## src/rtl/rr_req_pkg.sv

```systemverilog
// Shared constants, state encoding and one-hot helper for the round-robin request encoder.
package rr_req_pkg;

  localparam int unsigned RR_IN  = 8;
  localparam int unsigned RR_OUT = 3;

  typedef enum logic [0:0] {
    ST_IDLE,
    ST_HOLD
  } rr_state_e;

  function automatic logic [RR_IN-1:0] onehot8(input logic [RR_OUT-1:0] code);
    logic [RR_IN-1:0] oh;
    oh       = '0;
    oh[code] = 1'b1;
    return oh;
  endfunction

endpackage

```

## src/rtl/rr_req_encoder_pick8.sv

```systemverilog
// Combinational round-robin picker: first set bit of vec searching from ptr upwards, mod 8.
module rr_pick8
  import rr_req_pkg::*;
(
  input  logic [RR_IN-1:0]  vec,
  input  logic [RR_OUT-1:0] ptr,
  output logic [RR_OUT-1:0] idx,
  output logic              any
);

  logic [RR_OUT-1:0] pos;

  always_comb begin
    idx = '0;
    any = 1'b0;
    pos = '0;
    for (int i = 0; i < RR_IN; i++) begin
      pos = ptr + RR_OUT'(i);
      if (!any && vec[pos]) begin
        idx = pos;
        any = 1'b1;
      end
    end
  end

endmodule

```

## src/rtl/rr_req_encoder.sv

```systemverilog
// Latches request strobes into a pending vector and grants them one at a time in round-robin
// order through a registered code/valid handshake.
module rr_req_encoder
  import rr_req_pkg::*;
(
  input  logic              clk,
  input  logic              reset,
  input  logic [RR_IN-1:0]  req,
  input  logic              out_ready,
  output logic [RR_OUT-1:0] code,
  output logic              code_valid,
  output logic [RR_IN-1:0]  pending
);

  rr_state_e         state_q, state_d;
  logic [RR_OUT-1:0] code_q, code_d;
  logic [RR_OUT-1:0] ptr_q, ptr_d;
  logic [RR_IN-1:0]  pending_q, pending_d;

  logic              accept;
  logic [RR_IN-1:0]  code_oh;
  logic [RR_IN-1:0]  rem;
  logic [RR_IN-1:0]  pick_vec;
  logic [RR_OUT-1:0] pick_ptr;
  logic [RR_OUT-1:0] pick_idx;
  logic              pick_any;

  assign accept  = (state_q == ST_HOLD) && out_ready;
  assign code_oh = onehot8(code_q);
  assign rem     = pending_q & ~code_oh;

  // In HOLD the picker only matters on acceptance, where it must skip the retiring code.
  assign pick_vec = (state_q == ST_HOLD) ? rem : pending_q;
  assign pick_ptr = accept ? code_q + RR_OUT'(1) : ptr_q;

  rr_pick8 u_pick (
    .vec (pick_vec),
    .ptr (pick_ptr),
    .idx (pick_idx),
    .any (pick_any)
  );

  always_comb begin
    state_d   = state_q;
    code_d    = code_q;
    ptr_d     = ptr_q;
    pending_d = (pending_q & ~(accept ? code_oh : '0)) | req;
    unique case (state_q)
      ST_IDLE: begin
        if (pick_any) begin
          code_d  = pick_idx;
          state_d = ST_HOLD;
        end
      end
      ST_HOLD: begin
        if (out_ready) begin
          ptr_d = pick_ptr;
          if (pick_any) begin
            code_d = pick_idx;
          end else begin
            state_d = ST_IDLE;
          end
        end
      end
      default: state_d = ST_IDLE;
    endcase
  end

  always_ff @(posedge clk) begin
    if (reset) begin
      state_q   <= ST_IDLE;
      code_q    <= '0;
      ptr_q     <= '0;
      pending_q <= '0;
    end else begin
      state_q   <= state_d;
      code_q    <= code_d;
      ptr_q     <= ptr_d;
      pending_q <= pending_d;
    end
  end

  assign code       = code_q;
  assign code_valid = (state_q == ST_HOLD);
  assign pending    = pending_q;

endmodule

```

## config.mk

```make
export PLATFORM = sky130hd
export DESIGN_NAME = rr_req_encoder
export DESIGN_NICKNAME = d
export VERILOG_FILES = /design/src/rtl/rr_req_pkg.sv /design/src/rtl/rr_req_encoder_pick8.sv /design/src/rtl/rr_req_encoder.sv
export SDC_FILE = /design/constraint.sdc
export NUM_CORES = 1
export LEC_CHECK = 0
export BUFFER_PORTS_ARGS = -buffer_cell sky130_fd_sc_hd__buf_4
export CAP_MARGIN = 20
export CORE_AREA = 2 2 70 72
export CTS_CLUSTER_SIZE = 24
export DETAILED_ROUTE_END_ITERATION = 10
export DIE_AREA = 0 0 72 74
export HOLD_SLACK_MARGIN = 0.03
export PLACE_DENSITY = 0.64
export SYNTH_ARGS = -nofsm -noshare
export SYNTH_HDL_FRONTEND = slang
export SYNTH_SLANG_ARGS = --single-unit
```

## constraint.sdc

```tcl
create_clock -name clk -period 5.2 [get_ports clk]
set_clock_uncertainty 0.2 [all_clocks]
set_input_delay 0.78 -clock clk [delete_from_list [all_inputs] [get_ports clk]]
set_output_delay 0.78 -clock clk [all_outputs]
set_load 0.01 [all_outputs]
```

After elaboration in Yosys (flattened, before gate mapping) --
Cells that the tools add are included.
Operators by class: add/sub/neg operators 8, order comparisons 10, equal/unequal tests 1, multiplexer cells 43, bitwise logic cells 6, reduce and logical (&&, ||, !) cells 17
Operators by type and width (count):
- $lt A3 B4 Y1 const B | 9
- $mux W3 | 11
- $bmux W1 S3 | 8
- $mux W1 | 19
- $and A8 B8 Y8 | 2
- $mux W8 | 2
- $not A8 Y8 | 2
- $add A3 B3 Y3 const B | 4
- $logic_and A1 B1 Y1 | 9
- $or A8 B8 Y8 | 1
- $logic_not A1 Y1 | 7
- $add A3 B1 Y3 const B | 2
- $add A3 B2 Y3 const B | 2
- $pmux W3 S2 | 1
- $demux W1 S3 | 1
- $ge A3 B1 Y1 const B | 1
- $ne A2 B2 Y1 const B | 1
- $pmux W1 S2 | 1
- $reduce_and A2 Y1 | 1
- $not A1 Y1 | 1
Word-level totals: register bits 15, output and inout port bits 12

Logic depth before layout (Yosys ltp) --
depth after elaboration 34, mapped depth 14

By module --
A second synthesis with hierarchy kept.
Unflattened totals: cell total of the unflattened synthesis 205, area total of the unflattened synthesis 1790.5 sq um
Modules (own cells, without submodules):
- rr_pick8 | instances 1, cells an instance 121, area an instance 1081.0 sq um, seq. area each 0.0 sq um
- rr_req_encoder | instances 1, cells an instance 84, area an instance 709.4 sq um, seq. area each 300.3 sq um

Least setup slack after synthesis --
Ideal clock, no wire load.
path type input to register, from input out_ready, to register code_q[2], in the netlist code[2], setup time 0.129 ns, arrival 3.572 ns, path slack 1.300 ns, cell stages on the path 13, path through and2_1 > buf_6 > o21ai_4 > inv_2 > buf_4 > ha_1 > xnor2_1 > mux4_2 > o221a_1 > o21ai_0 > a22oi_1 > o21ai_1 > a311oi_1
On the way: word-level cells in the longest chain between the ends 29
RTL lines:
- from (decl) | RTL line rr_req_encoder.sv:9 | input logic out_ready,
- $logic_and A1 B1 Y1 * | RTL line rr_req_encoder.sv:28 | assign accept = (state_q == ST_HOLD) && out_ready;
- $mux W3 * | RTL line rr_req_encoder.sv:34 | assign pick_ptr = accept ? code_q + RR_OUT'(1) : ptr_q;
- net pick_ptr[0] | RTL line rr_req_encoder.sv:24 | logic [RR_OUT-1:0] pick_ptr;
- branches (longest 24 deep; another with $add A3 B1 Y3)
- $mux W3 * | RTL line rr_req_encoder.sv:50, rr_req_encoder.sv:58
- $mux W3 | RTL line rr_req_encoder.sv:56 | if (out_ready) begin
- $pmux W3 S2 * | RTL line rr_req_encoder.sv:48 | unique case (state_q)
- to (signal assigned) | RTL line rr_req_encoder.sv:77 | code_q <= code_d;
- to (decl) | RTL line rr_req_encoder.sv:16 | logic [RR_OUT-1:0] code_q, code_d;
Mark *: on every way through the listed nets, which the timed path passes. The select of a mux whose other input is x is not followed. A chain may end at the register's enable or synchronous reset.

Worst setup path in the final report --
from register code_q[1], in the netlist code[1], to register code_q[2], in the netlist code[2]
On the way: word-level cells in the longest chain between the ends 34
RTL lines:
- $lt A3 B4 Y1 (not written as such) / $ge A3 B1 Y1 (equally long branches) | RTL line rr_req_pkg.sv:15 | oh[code] = 1'b1;
- $logic_and A1 B1 Y1 (not written as such) | RTL line rr_req_pkg.sv:15
- $mux W1 (not written as such) | RTL line rr_req_pkg.sv:15
- $demux W1 S3 | RTL line rr_req_pkg.sv:15
- $not A8 Y8 | RTL line rr_req_encoder.sv:30 | assign rem = pending_q & ~code_oh;
- $and A8 B8 Y8 | RTL line rr_req_encoder.sv:30
- $mux W8 | RTL line rr_req_encoder.sv:33 | assign pick_vec = (state_q == ST_HOLD) ? rem : pending_q;
- $bmux W1 S3 | RTL line rr_req_encoder_pick8.sv:19 | if (!any && vec[pos]) begin
- (+18 left out)
- $logic_and A1 B1 Y1 | RTL line rr_req_encoder_pick8.sv:19
- $mux W1 | RTL line rr_req_encoder_pick8.sv:19
- $logic_not A1 Y1 | RTL line rr_req_encoder_pick8.sv:19
- $logic_and A1 B1 Y1 | RTL line rr_req_encoder_pick8.sv:19
- $mux W3 / $mux W1 (equally long branches) | RTL line rr_req_encoder_pick8.sv:19
- $mux W3 * | RTL line rr_req_encoder.sv:50, rr_req_encoder.sv:58
- $mux W3 | RTL line rr_req_encoder.sv:56
- $pmux W3 S2 * | RTL line rr_req_encoder.sv:48
Mark *: on every way between the ends. The rest lies on a longest branch, timed or not. The select of a mux whose other input is x is not followed.

==> run metrics <==
Total Wirelength around 4900 um; PwrDens around 480 mW/mm^2; vias in the first global route 1655; final setup fails 0; RSZ-0062 raised after global routing no; syn nets about 230; drt drc 0; IO Port Bufs 22; Mapped Cells approximately 220; worst-skew pair later-pin latency roughly 0.26 ns; drt via density just over 6; largest family of logic cells by synthesized area multiplexers; Total GRT Usage 19.77%; post-synthesis cell type count between 50 and 60; clock-pin slew on the worst setup and hold paths around 0.07 ns; Post-Syn Area around 0.0018 sq mm; Detailed Routing Iterations Pass 1 4; CP endpoint kind register; Avg Inst Size Synth between 8 and 9 sq um; CP Launch Type register; Crit Path Max Fanout 14; Die Width about 72 um; Synth Area in Adders approximately 2.1%; final hold slack ~0.33 ns; async set-reset flop share out of synthesis 0%; Post-Synth Simple-Gate Area roughly a fifth; fraction of power consumed by sequential logic between 10% and 20%; largest net degree at the start of global routing 18; initial antenna violation count 0; sw power about 490 uW; fin crit period around 4.5 ns; post-DR wirelength/cell between 15 and 20 um; Gate power share between 70% and 80%; Vert. Die Dim around 74 um; worst path arrival time ~4.4 ns; Starting Density between 30% and 40%; Max clock buf depth 2; total power 972.1 uW; CTS Root Cell clkbuf_8; path type of the worst min-delay path reg2reg; Primary FF master, synth dfxtp_1; H-tree levels 1; Die Area 0.005328 sq mm; max cap viols 0; row count 25; slew margin rel. around 55%; Detail Route Antenna Nets 0; Cell Int Power between 400 and 500 uW; sequential share of the synthesized area 16.84%; vias 1761; post-CTS setup buffer count 0; Syn-to-layout area delta 13.75%; global-route wire length before repair 8342 um; HPWL after detailed placement 3749 um; status completed; Sw Share approximately half; IO Pins 23; CTS tree built; worst vdd ir about 180 uV; final cell count without fillers 288; commonest non-fill, non-tap cell in the layout nor2_1; compound-gate portion of the synthesized area 24.21%; Worst Tran Pin Value approximately 0.66 ns; drt initial violations around 180; layout cell share with drive strength beyond 1 22.65%; multiplexer area fraction after synthesis approximately 29%; Post-synth EDFFs 0; final hold violation count 0; Cells after DPL between 200 and 300; Crit Path Category reg2reg; number of synthesized register bits 15; yosys warns 0; post-route setup TNS 0 ns; XOR/XNOR Fraction of Synth Area about 2.5%; core footprint about 0.0046 sq mm; power share of the clock group about a tenth; Antenna Cells 0; gpl congestion between 0.8 and 0.9; Max Freq 0.2242 GHz; Worst EP required 5.13 ns; Post-CTS Resized 0; Layout Nets about 250; leak pwr between 0.7 and 0.8 nW; hold_buf cts 0; GRT overflow 0; total CTS buffers 3; final worst path period share roughly 86%; max-slew violations 0; fill count 467; most frequent cells in the layout nor2_1, buf_4, nand2_1; clk sinks 15
[path summary, 6_finish.rpt]
path	endpoint	cells after the start	from	slack, ns
worst min-delay path	pending[3]	2	pending[3]	0.33
worst min register to register	pending[3]	2	pending[3]	0.33
worst max register to register	code[2]	12	code[1]	0.74
worst max-delay path	code[2]	12	code[1]	0.74
[power by group through the flow]
stage / Clock, mW / Combinational [mW] / Sequential (mW)
6_report: 0.101 / 0.703 / 0.168
5_1_grt: 0.110 / 0.772 / 0.173
4_1_cts: 0.104 / 0.693 / 0.168
3_5_place_dp: 0 / 0.691 / 0.170
3_3_place_gp: 0 / 0.695 / 0.169
2_1_floorplan: 0 / 0.561 / 0.152
[worst max-delay path, stage by stage (launching register included)]
cell	delay, ns
dfxtp_1	0.60
ha_1	0.32
nand3_1	0.06
and2_1	0.42
inv_1	0.37
ha_1	0.36
xnor2_1	0.58
mux4_2	0.46
o221a_1	0.24
o21ai_0	0.30
a22oi_1	0.15
o21ai_1	0.19
a311oi_1	0.10
[flip-flops by register name, indices dropped and copies added (netlist names)]
name	count
code_valid	1
code	3
ptr_q	3
pending	8
[layer usage]
layer,vias up,GRT usage [%],routed length [um]
li1,849,-,-
met1,831,28.99,2277
met2,71,30.66,2244
met3,10,2.575,266
met4,0,5.660,106
met5,-,0,0
[synthesized netlist by cell type, types with 2 or more instances]
| master | n | share of area, % |
|---|---|---|
| mux4_2 | 13 | 16 |
| mux2i_1 | 15 | 8.4 |
| ha_1 | 3 | 2.1 |
| nand3_1 | 7 | 2.0 |
| nand4_1 | 2 | 0.70 |
| nand2_1 | 21 | 4.4 |
| inv_1 | 7 | 1.5 |
| a21oi_1 | 15 | 4.2 |
| mux2_1 | 2 | 1.3 |
| dfxtp_1 | 15 | 17 |
| xnor2_1 | 5 | 2.5 |
| nor3_1 | 2 | 0.56 |
| nor2_1 | 27 | 5.7 |
| nor2b_1 | 2 | 0.70 |
| mux2_2 | 4 | 2.5 |
| and2_1 | 2 | 0.70 |
| o21a_1 | 2 | 0.84 |
| o21ai_1 | 8 | 2.2 |
| nand2b_1 | 6 | 2.1 |
| a21o_1 | 2 | 0.84 |
| buf_2 | 2 | 0.56 |
| o21ai_0 | 11 | 3.1 |
| o31ai_1 | 2 | 0.84 |
| clkbuf_1 | 5 | 1.1 |
| buf_1 | 3 | 0.63 |
| or3_1 | 2 | 0.70 |
| o211ai_1 | 2 | 0.84 |
| o31a_1 | 2 | 0.98 |
| o32ai_1 | 3 | 1.5 |
[layout make-up]
type,instances,area (sq um),area share (%)
Clock buffer,3,41.29,2.036
Clock inverter,1,7.507,0.3701
Inverter,9,33.78,1.666
Multi-Input combinational cell,181,1390,68.54
Sequential cell,15,300.3,14.81
Tap cell,54,67.56,3.331
Timing Repair Buffer,25,187.7,9.254
[logic make-up after synthesis]
group,Yosys count
DFF,15
muxes,34
adders and majority gates,3
AOI/OAI and AO/OA,63
xor gates and xnor gates,5
buffers and inverters,21
and+or+nand+nor,76
[per-stage QoR]
step	setup slack, ns	util, %	cell area, sq um
2_1_floorplan	1.300	-	1783
3_3_place_gp	0.8346	43.05	1979
3_5_place_dp	0.7630	43.05	1979
4_1_cts	0.7887	44.11	2028
5_1_grt	0.3879	44.11	2028
6_report	0.7395	44.11	2028
(Power assumes the default switching activity.)
